## config.mk

```make
export PLATFORM = sky130hd
export DESIGN_NAME = bus_responder
export DESIGN_NICKNAME = d
export VERILOG_FILES = /design/src/rtl/bus_responder.sv
export SDC_FILE = /design/constraint.sdc
export NUM_CORES = 2
export LEC_CHECK = 0
export ABC_AREA = 0
export BUFFER_PORTS_ARGS = -buffer_cell sky130_fd_sc_hd__buf_4
export CORE_ASPECT_RATIO = 0.9
export CORE_MARGIN = 2
export CORE_UTILIZATION = 55
export CTS_BUF_LIST = sky130_fd_sc_hd__clkbuf_16
export CTS_CLUSTER_DIAMETER = 60
export DETAILED_ROUTE_END_ITERATION = 6
export PLACE_DENSITY = 0.74
export SLEW_MARGIN = 20
export SYNTH_ARGS = -nofsm -noshare
export SYNTH_HDL_FRONTEND = slang
export SYNTH_SLANG_ARGS = --single-unit
```

## constraint.sdc

```tcl
create_clock -name clock -period 2.82 [get_ports clock]
set_input_delay 0.141 -clock clock [delete_from_list [all_inputs] [get_ports clock]]
set_output_delay 0.141 -clock clock [all_outputs]
set_load 0.005 [all_outputs]
```

## src/rtl/bus_responder.sv

```systemverilog
// bus_responder: decodes processor bus accesses to on-chip RAM or a 4-word I/O page
// (LED, switches, HEX value, cycle timer) and returns registered read data on DIN.
module bus_responder #(
    parameter int          RAM_AW  = 7,
    parameter logic [15:0] IO_BASE = 16'hFF00
) (
    input  logic        clock,
    input  logic        reset,
    input  logic [15:0] ADDR,
    input  logic [15:0] DOUT,
    input  logic        W,
    output logic [15:0] DIN,
    input  logic [15:0] SW_in,
    output logic [15:0] LED_out,
    output logic [15:0] HEX_val,
    output logic        bus_err
);
    logic [15:0] mem [2**RAM_AW];
    logic [15:0] timer, sw_meta, sw_sync, io_data, rd_data;
    logic        ram_sel, io_sel;
    always_comb begin
        ram_sel = ADDR[15:RAM_AW] == '0;
        io_sel  = ADDR[15:2] == IO_BASE[15:2];
        io_data = ADDR[1:0] == 2'd0 ? LED_out :
                  ADDR[1:0] == 2'd1 ? sw_sync :
                  ADDR[1:0] == 2'd2 ? HEX_val : timer;
        rd_data = ram_sel ? mem[ADDR[RAM_AW-1:0]] : io_sel ? io_data : '0;
    end
    // RAM shares the reset branch so a write is never committed while reset is asserted
    always_ff @(posedge clock or posedge reset) begin
        if (reset) begin
            DIN     <= '0;
            LED_out <= '0;
            HEX_val <= '0;
            timer   <= '0;
            bus_err <= 1'b0;
            sw_meta <= '0;
            sw_sync <= '0;
        end else begin
            DIN     <= rd_data;
            sw_meta <= SW_in;
            sw_sync <= sw_meta;
            timer   <= (W && io_sel && ADDR[1:0] == 2'd3) ? '0 : timer + 16'd1;
            if (W && ram_sel) mem[ADDR[RAM_AW-1:0]] <= DOUT;
            if (W && io_sel && ADDR[1:0] == 2'd0) LED_out <= DOUT;
            if (W && io_sel && ADDR[1:0] == 2'd2) HEX_val <= DOUT;
            if (!ram_sel && !io_sel) bus_err <= 1'b1;
        end
    end
endmodule

```

==> Flow_metrics.wiki <==
{| class="wikitable"
! Metric !! Value
|-
| Largest voltage drop on the vdd net || 0.715 mV
|-
| Wire length of the first global-routing pass || 330 mm
|-
| DPL Wire Length || 137 mm
|-
| Slew at the pin closest to its max-slew limit || 0.905 ns
|-
| CTS tree || yes
|-
| Worst Skew || 0.0333 ns
|-
| Minimum clock period || 2.69 ns
|-
| Clock insertion delay at the later pin of the skew report || 0.85 ns
|-
| Net switching power of the design || 0.0140 W
|-
| Part of the Yosys area used for sequential elements || 76.7%
|-
| Count of routing violations after the opening detailed-route iteration || 7703
|-
| DR vias/cell || 6.72
|-
| Proportion of synthesized flip-flops having asynchronous set or reset || 4.52%
|-
| Outcome || finished clean
|-
| Number of synthesized flops with an enable pin || 2048
|-
| Cell area after synthesis || 83300 sq um
|-
| DRC violations left || 0
|-
| Net Sw Frac || 21.7%
|-
| Post-detailed-route wirelength per cell || 32.5 um
|-
| Port-buffer cells || 99
|-
| Worst hold path class || in2async
|-
| Layout Utilization || 64.7%
|-
| Die area || 155000 sq um
|-
| Worst EP required || 3.37 ns
|-
| Element type at the critical path start || primary input
|-
| Total setup violations reported at the end of the flow || 0
|-
| RD Place Congestion || 0.887
|-
| Part of the power in combinational logic || 5.7%
|-
| Maximum operating frequency || 372 MHz
|-
| Yosys Warn Count || 0
|-
| Detailed-routing iteration count for the pre-antenna-repair pass || 6
|-
| Proportion of power drawn by flip-flops and latches || 54.1%
|-
| Area grow syn2layout || 16.8%
|-
| Post-route fraction of the period consumed by the critical path || 95.4%
|-
| Final net count || 4979
|-
| Critical path arrival || 3.24 ns
|-
| Die Wd || 414 um
|-
| Routed via count || 47.6k
|-
| Synthesized instance count || 4413
|-
| Initial antenna violation count || 6
|-
| PD cells || 663 nW/um^2
|-
| Clock network fraction of design power || 40.2%
|-
| Number of post-CTS setup repair buffers || 0
|-
| Leakage power of the design || 31.9 nW
|-
| Share of cells above drive strength 1 || 22.9%
|-
| Classification of the worst setup path || in2reg
|-
| Overflow left after global routing || 0
|-
| Worst setup EP type || flip-flop
|-
| Mean area per synthesized cell || 18.9 sq um
|-
| Max-capacitance violation count || 0
|-
| Total detailed-routing wirelength || 230 mm
|-
| Highest net fanout along the worst path || 16
|-
| Die Span Y || 373 um
|-
| Starting density of the core || 55.4%
|-
| Depth of the CTS H-tree || 4
|-
| FP Rows || 135
|-
| Yosys cell types || 62
|-
| Clock buffers created by TritonCTS || 194
|-
| Most instantiated flip-flop cell in the synthesis netlist || edfxtp_1
|-
| IO Count || 100
|-
| Clock buffer depth || 3
|-
| Final hold violation count || 0
|-
| Total internal power || 0.0505 W
|-
| Setup repair after global routing missed its margin || false
|-
| GRT Util Overall || 29.6%
|-
| #FFs+latches synth || 2145
|-
| Clock-pin slew reported for the worst setup and hold paths after clock tree synthesis || 0.07 ns
|-
| Number of clock sinks || 2145
|-
| ANT nets after route || 0
|-
| Final Max Slew Viols || 0
|-
| Area of the core region || 151000 sq um
|-
| Number of global-route vias before repair || 45.8k
|-
| Largest net degree at the start of global routing || 131
|-
| Nets in the synthesized netlist || 4465
|-
| CTS Root Buffer Type || clkbuf_16
|-
| Power after layout || 0.0645 W
|-
| Relative max-transition margin || 39.7%
|}
worst max-delay path, stage by stage:
cell and delay (ns):
dlygate4sd3_1 0.57, buf_4 0.15, nor3_1 0.28, dlygate4sd3_1 0.62, nand3_2 0.21, nor4b_4 0.35, nand2_1 0.15, buf_12 0.21
nor2_1 0.33, buf_12 0.21
worst paths after layout:
kind | endpoint | slack (ns) | startpoint | depth (start not counted)
min in group clock | DIN[15] | 0.07 | ADDR[10] | 5
hold / removal | DIN[14] | 0.04 | reset | 3
setup reg to reg | DIN[12] | 0.20 | mem[43][12] | 6
setup / recovery | mem[26][12] | 0.13 | ADDR[7] | 10
hold reg to reg | sw_sync[7] | 0.34 | sw_meta[7] | 0
max in group asynchronous | DIN[12] | 2.07 | reset | 4
synth_stat cells (5+ instances only):
| cell | n | area share (%) |
|---|---|---|
| a21oi_1 | 252 | 1.5 |
| a32oi_1 | 5 | 0.053 |
| a41oi_1 | 59 | 0.62 |
| and3b_1 | 5 | 0.053 |
| buf_1 | 14 | 0.063 |
| buf_2 | 102 | 0.61 |
| buf_4 | 46 | 0.41 |
| buf_6 | 14 | 0.19 |
| clkbuf_1 | 138 | 0.62 |
| dfrtp_1 | 97 | 2.9 |
| edfxtp_1 | 2048 | 74 |
| mux2_1 | 13 | 0.18 |
| mux2_2 | 15 | 0.20 |
| mux2_4 | 10 | 0.18 |
| mux2i_1 | 250 | 3.0 |
| mux4_2 | 272 | 7.4 |
| nand2_1 | 48 | 0.22 |
| nand3_1 | 203 | 1.2 |
| nand3b_1 | 59 | 0.53 |
| nand4_1 | 5 | 0.038 |
| nor2_1 | 146 | 0.66 |
| nor2b_1 | 5 | 0.038 |
| nor4_1 | 15 | 0.11 |
| o21ai_0 | 5 | 0.030 |
| o21ai_1 | 16 | 0.096 |
| o22ai_1 | 247 | 1.9 |
| o2bb2ai_1 | 254 | 2.7 |
| xor2_1 | 10 | 0.11 |
kinds of logic after synthesis:
group / count (synthesis) / synth area share [%]
xor+xnor: 13 / 0.137
mux: 560 / 10.9
flops: 2145 / 76.7
compound gates: 850 / 6.98
simple gates: 527 / 3.32
buf+inv: 317 / 1.91
fa+ha+maj: 1 / 0.0150
sequential cells by signal, indices dropped and copies added, names as in the netlist:
signal   cells
sw_meta     16
HEX_val     16
mem       2048
bus_err      1
timer       16
sw_sync     16
DIN         16
LED_out     16
routing by layer:
layer  vias to the layer above  share of wire (%)  track usage, %
met5                         -             0.0043               0
met4                         2                4.1            10.8
met3                       535                 13            7.12
met2                      3381                 47            45.6
met1                     24300                 36            41.7
li1                      19300                  -               -
per-stage QoR:
step / instances / hold slack, ns / area [sq um] / setup TNS (ns) / setup slack, ns
after floorplan: 4413 / 0.172 / 83300 / 0 / 0.107
after global placement: 6655 / 0.251 / 90500 / -1.23 / -0.324
after detailed placement: 6655 / 0.251 / 90500 / -1.33 / -0.325
after CTS: 7080 / 0.0223 / 97300 / 0 / 0.226
after global routing: 7080 / 0.0563 / 97300 / 0 / 0.0480
final: 7082 / 0.0418 / 97300 / 0 / 0.128
layout by cell type, fill, tap and decap left out, types with 62 or more instances in the layout:
cell,count
edfxtp_1,2048
buf_4,416
mux4_2,272
o2bb2ai_1,254
a21oi_1,252
mux2i_1,250
o22ai_1,247
nand3_1,202
clkbuf_16,199
buf_12,151
nor2_1,145
dfrtp_1,97
dlygate4sd3_1,62
final cells by class:
class / instances / area (sq um)
clock buffer: 199 / 4980
inverter: 3 / 21.3
sequential: 2145 / 63900
timing repair buffer: 632 / 6810
clock inverter: 164 / 1220
antenna: 2 / 5.00
tap: 1986 / 2480
fill: 9763 / 53200
multi-input combinational: 1951 / 17900
timing repair:
item                                    4_1_cts  5_1_grt
endpoints found under the hold margin       855        0
endpoints found under the setup margin        0     1165
gates resized for setup                       0        5
hold buffers                                 62        0
power by group through the flow:
| stage | Clock [W] | Combinational [W] | Sequential (W) |
|---|---|---|---|
| 2_1_floorplan | 0 | 0.00160 | 0.0356 |
| 3_3_place_gp | 0 | 0.00343 | 0.0356 |
| 3_5_place_dp | 0 | 0.00349 | 0.0356 |
| 4_1_cts | 0.0260 | 0.00358 | 0.0349 |
| 5_1_grt | 0.0272 | 0.00376 | 0.0349 |
| 6_report | 0.0259 | 0.00365 | 0.0349 |
(Power assumes the default switching activity.)
